$ cat src/rtl/cpu_wb_pkg.sv
// Purpose: shared types and sizes for the register-file write-back front end.
// Latency: n/a (types, constants and a helper function only).
// Backpressure: n/a.
package cpu_wb_pkg;

  localparam int WB_AW     = 5;
  localparam int WB_DW     = 32;
  localparam int WB_QDEPTH = 4;

  // One register-file write request.
  typedef struct packed {
    logic [WB_AW-1:0] dst;
    logic [WB_DW-1:0] data;
  } wb_req_t;

  // Queue slot: a request plus occupancy and liveness.
  // A dead slot still occupies the queue but will never reach the RF.
  typedef struct packed {
    logic    valid;
    logic    live;
    wb_req_t req;
  } wb_qent_t;

  // True when a slot holds a write that will still land on register r.
  function automatic logic wb_live_hit(input wb_qent_t e, input logic [WB_AW-1:0] r);
    return e.valid && e.live && (e.req.dst == r);
  endfunction

endpackage

$ cat src/rtl/wb_queue.sv
// Purpose: small in-order queue of long-latency results with kill-by-destination.
// Latency: a pushed entry is visible at the head on the cycle after the push.
// Backpressure: full is reported to the caller, which must not push while full.
module wb_queue
  import cpu_wb_pkg::*;
#(
  parameter int DEPTH = WB_QDEPTH
) (
  input  logic                 clk,
  input  logic                 rst,
  input  logic                 push,
  input  wb_req_t              push_req,
  input  logic                 pop,
  input  logic                 kill,
  input  logic [WB_AW-1:0]     kill_dst,
  input  logic [WB_AW-1:0]     probe_a,
  input  logic [WB_AW-1:0]     probe_b,
  output wb_qent_t             head,
  output logic                 full,
  output logic [DEPTH-1:0]     match_a,
  output logic [DEPTH-1:0]     match_b
);

  localparam int PW = (DEPTH > 1) ? $clog2(DEPTH) : 1;
  localparam int CW = $clog2(DEPTH + 1);

  wb_qent_t        ent [DEPTH];
  logic [PW-1:0]   head_ptr;
  logic [PW-1:0]   tail_ptr;
  logic [CW-1:0]   count;
  logic            empty;

  assign full  = (count == CW'(DEPTH));
  assign empty = (count == '0);
  assign head  = ent[head_ptr];

  // Storage, pointers and occupancy; a kill marks every matching slot dead,
  // including a slot being filled this very cycle.
  always_ff @(posedge clk) begin
    if (rst) begin
      for (int i = 0; i < DEPTH; i++) begin
        ent[i] <= '0;
      end
      head_ptr <= '0;
      tail_ptr <= '0;
      count    <= '0;
    end else begin
      for (int i = 0; i < DEPTH; i++) begin
        if (kill && ent[i].valid && (ent[i].req.dst == kill_dst)) begin
          ent[i].live <= 1'b0;
        end
      end
      if (pop) begin
        ent[head_ptr].valid <= 1'b0;
        head_ptr            <= head_ptr + 1'b1;
      end
      if (push) begin
        ent[tail_ptr] <= '{valid: 1'b1,
                           live:  !(kill && (push_req.dst == kill_dst)),
                           req:   push_req};
        tail_ptr      <= tail_ptr + 1'b1;
      end
      case ({push, pop})
        2'b10:   count <= count + 1'b1;
        2'b01:   count <= count - 1'b1;
        default: count <= count;
      endcase
    end
  end

  // Per-slot hits for the two ID probe registers; only live writes count.
  always_comb begin
    match_a = '0;
    match_b = '0;
    for (int i = 0; i < DEPTH; i++) begin
      match_a[i] = wb_live_hit(ent[i], probe_a);
      match_b[i] = wb_live_hit(ent[i], probe_b);
    end
  end

  a_no_push_full: assert property (@(posedge clk) disable iff (rst) !(push && full));
  a_no_pop_empty: assert property (@(posedge clk) disable iff (rst) !(pop && empty));

endmodule

$ cat src/rtl/rf_wb_arbiter.sv
// Purpose: single producer of the RF write port, merging pipeline and long-latency results.
// Latency: 1 cycle from the winning source to WB_Dst/WB_Result/RFWr.
// Backpressure: pipeline never stalls; lsrc is held off only while the queue is full.
module rf_wb_arbiter
  import cpu_wb_pkg::*;
#(
  parameter int DEPTH = WB_QDEPTH,
  parameter int AW    = WB_AW,
  parameter int DW    = WB_DW
) (
  input  logic          clk,
  input  logic          rst,
  input  logic          pipe_wr,
  input  logic [AW-1:0] pipe_dst,
  input  logic [DW-1:0] pipe_data,
  input  logic          lsrc_valid,
  output logic          lsrc_ready,
  input  logic [AW-1:0] lsrc_dst,
  input  logic [DW-1:0] lsrc_data,
  output logic [AW-1:0] WB_Dst,
  output logic [DW-1:0] WB_Result,
  output logic          RFWr,
  input  logic [AW-1:0] ID_rs,
  input  logic [AW-1:0] ID_rt,
  output logic          ID_PendRs,
  output logic          ID_PendRt
);

  wb_qent_t         q_head;
  logic             q_full;
  logic [DEPTH-1:0] match_rs;
  logic [DEPTH-1:0] match_rt;
  logic             pipe_win;
  logic             lsrc_push;
  logic             q_pop;
  wb_req_t          lsrc_req;

  // Writes to $0 are architecturally void: the pipeline yields the port and a
  // long-latency $0 result completes its handshake without taking a slot.
  assign pipe_win   = pipe_wr && (pipe_dst != '0);
  assign lsrc_ready = !q_full;
  assign lsrc_push  = lsrc_valid && lsrc_ready && (lsrc_dst != '0);
  assign q_pop      = !pipe_win && q_head.valid;
  assign lsrc_req   = '{dst: lsrc_dst, data: lsrc_data};

  wb_queue #(
    .DEPTH (DEPTH)
  ) u_queue (
    .clk      (clk),
    .rst      (rst),
    .push     (lsrc_push),
    .push_req (lsrc_req),
    .pop      (q_pop),
    .kill     (pipe_win),
    .kill_dst (pipe_dst),
    .probe_a  (ID_rs),
    .probe_b  (ID_rt),
    .head     (q_head),
    .full     (q_full),
    .match_a  (match_rs),
    .match_b  (match_rt)
  );

  // Output register: pipeline first, then a live queue head; a dead head is
  // popped silently. Index/data hold their last value while RFWr is low.
  always_ff @(posedge clk) begin
    if (rst) begin
      RFWr      <= 1'b0;
      WB_Dst    <= '0;
      WB_Result <= '0;
    end else if (pipe_win) begin
      RFWr      <= 1'b1;
      WB_Dst    <= pipe_dst;
      WB_Result <= pipe_data;
    end else if (q_pop && q_head.live) begin
      RFWr      <= 1'b1;
      WB_Dst    <= q_head.req.dst;
      WB_Result <= q_head.req.data;
    end else begin
      RFWr      <= 1'b0;
    end
  end

  // A register is pending while a live queued write targets it or while the
  // output register holds a write the RF has not committed yet.
  always_comb begin
    ID_PendRs = (ID_rs != '0) && ((|match_rs) || (RFWr && (WB_Dst == ID_rs)));
    ID_PendRt = (ID_rt != '0) && ((|match_rt) || (RFWr && (WB_Dst == ID_rt)));
  end

endmodule

$ cat config.mk
export PLATFORM = sky130hd
export DESIGN_NAME = rf_wb_arbiter
export DESIGN_NICKNAME = d
export VERILOG_FILES = /design/src/rtl/cpu_wb_pkg.sv /design/src/rtl/wb_queue.sv /design/src/rtl/rf_wb_arbiter.sv
export SDC_FILE = /design/constraint.sdc
export NUM_CORES = 1
export LEC_CHECK = 0
export ABC_AREA = 1
export CAP_MARGIN = 20
export CORE_ASPECT_RATIO = 1.2
export CORE_UTILIZATION = 40
export DETAILED_ROUTE_END_ITERATION = 12
export SLEW_MARGIN = 5
export SYNTH_ARGS = -nofsm -noshare
export SYNTH_HDL_FRONTEND = slang
export SYNTH_HIERARCHICAL = 1
export SYNTH_SLANG_ARGS = --single-unit
$ cat constraint.sdc
create_clock -name clk -period 5.9 [get_ports clk]
set_input_delay 0.59 -clock clk [delete_from_list [all_inputs] [get_ports clk]]
set_output_delay 0.59 -clock clk [all_outputs]
set_load 0.02 [all_outputs]
==> reports/qor.yml <==
clock_latency_ps: 500
finalSetupViolCount: 0
rows: 64
grt_pass1_vias: 8633
diodes: 0
worstPathMaxFanout: 43
syn_to_final_growth_pct: 18.67
drt_iter0_markers: 543
syn_nets: 1364
syn_area_mm2: 0.01058
routedWlPerCell_um: 17.15
ir_drop_mv: 0.1683
ant_nets: 0
place_hpwl_mm: 18.86
root_buffer: "clkbuf_16"
fp.coreArea_mm2: 0.02570
cp.required_ps: 6130
antenna_found_initial: 0
tightest_slew_ps: 1006
clk_pin_slew_ps: 60
synth_cell_types: 34
synth_edf_count: 152
cts_buffers: 21
drtPass1Iterations: 5
io_pins: 129
period_share_pct: 58.61
ctsHoldBuffers: 0
yosys_warnings: 6
syn-mean-instance-area_um2: 8.357
pre_cts_ws_ps: 1893
outcome: "complete, no violations"
cts.repair.resized: 0
grt_usage_pct: 21.75
hold_path.class: "register to register"
drive_gt1_share_pct: 6.808
grt_use_met2_pct: 36.79
place_area_mm2: 0.01190
use_met1_pct: 28.98
gp_congestion: 0.9128
start_util_pct: 41.16
setup.worst_path.end_class: "register"
die_area_mm2: 0.02711
synth-seq-cells: 203
setup_tns_ps: 0
synth_top_area_share_pct: 43.14
fmax_mhz: 289.2
yosysMostFrequentCell: "nor2_1"
cp.arrival_ps: 3690
grt_util_met3_pct: 2.354
ys_seq_area_share_pct: 52.79
synth_area_leader_cell: "edfxtp_1"
grt_overflow: 0
fin_skew_ps: 11.34
grt_first_pass_wirelength_mm: 46.58
fin_area_mm2: 0.01256
nNetsFinal: 1449
synth_top_flop_cell: "edfxtp_1"
grt_max_degree: 79
leakage_nw: 5.285
die_h_um: 180.2
rsz0062_at_grt: "false"
wirelength_mm: 29.09
vias_per_cell: 5.159
power_density_mw_per_mm2: 304.9
syn-instance-count: 1266
dr_total_vias: 8750
cts_max_level: 1
maxCapViolCount: 0
drv_slew: 0
ys_top_cells_by_count: "253 x nor2_1, 237 x nand2_1, 152 x edfxtp_1, 133 x inv_1, 70 x nand3_1"
clock_path_buffers: 3
worstSetupPathType: "input pin to register"
cts_sinks: 203
tritoncts: "done"
cts_setup_buffers: 0
worst_slack_ps: 2442
relSlewSlack_pct: 32.84
grt_busiest_layer: "met2"
io_buffer_count: 128
hold_violations: 0
drc_errors: 0
async_flop_share_pct: 0
ys_top_cells_by_area: "edfxtp_1 43%, dfxtp_1 9.6%, nor2_1 9.0%"
crit_path_start_kind: "input pin"
period_needed_ps: 3458
die_w_um: 150.5
[through the flow]
step / hold WS, ps / std cells / utilization, % / total power [mW]
after detailed placement: 468.3 / 1658 / 46.28 / 2.577
after global placement: 467.0 / 1658 / 46.28 / 2.567
after floorplan: 466.3 / 1266 / - / 2.285
after CTS: 477.2 / 1696 / 48.85 / 3.857
final: 474.7 / 1696 / 48.85 / 3.828
after global routing: 502.8 / 1696 / 48.85 / 4.020
[cell type report]
| type | instances | area (um2) |
|---|---|---|
| multi-input cells | 846 | 4021 |
| flip-flops and latches | 203 | 5587 |
| well taps | 330 | 412.9 |
| fillers | 2487 | 13150 |
| repair buffers | 137 | 1339 |
| clock inverters | 6 | 63.81 |
| clock buffers | 32 | 596.8 |
| inverters | 142 | 535.5 |
[worst max-delay path, stage by stage]
cell	delay, ps
buf_2	700
inv_2	310
nand3_2	700
inv_2	60
nor2_1	150
clkinv_1	650
buf_4	490
[routing by layer]
metal  up-vias  wire [um]
met2       285      13890
met3        46       1626
met5         -          0
met1      4114      12820
li1       4305          -
met4         0        754
[layout by cell type (no fill, tap or decap), drive strengths merged]
cell,n
nor2,264
nand2,238
edfxtp,152
inv,142
clkdlybuf4s50,126
nand3,93
o21ai,91
a21oi,63
dfxtp,51
o22ai,36
clkbuf,32
xnor2,17
nand4,16
buf,11
ha,9
xor2,6
nor4,4
clkinv,4
nor3,3
or2,3
a21boi,1
bufinv,1
clkinvlp,1
nand3b,1
fa,1
[flip-flops by register name (all words and copies together), names as in the netlist, named ones only]
name / count
u_queue/ent: 156
WB_Result: 32
WB_Dst: 5
u_queue/count: 3
u_queue/head_ptr: 2
u_queue/tail_ptr: 2
RFWr: 1
[cells by family after synthesis]
kind of cell / synth area share, %
buf+inv: 9.224
fa+ha+maj: 1.254
compound gates: 9.555
xor+xnor: 1.904
flops: 52.79
simple gates: 25.27
[power breakdown]
part,total [mW],switching (mW),internal [mW]
registers,1.73,0.0770,1.65
clock network,1.28,0.535,0.745
logic,0.816,0.527,0.289
[final timing paths]
path	startpoint	end	slack [ps]	cells past startpoint
worst min-delay path	WB_Result[20]	WB_Result[20]	470	2
worst max-delay path	rst	u_queue/ent[2][22]	2440	7
worst min register to register	WB_Result[20]	WB_Result[20]	470	2
worst max register to register	register	u_queue/count[2]	2490	13
Power figures use the tool's default switching activity.
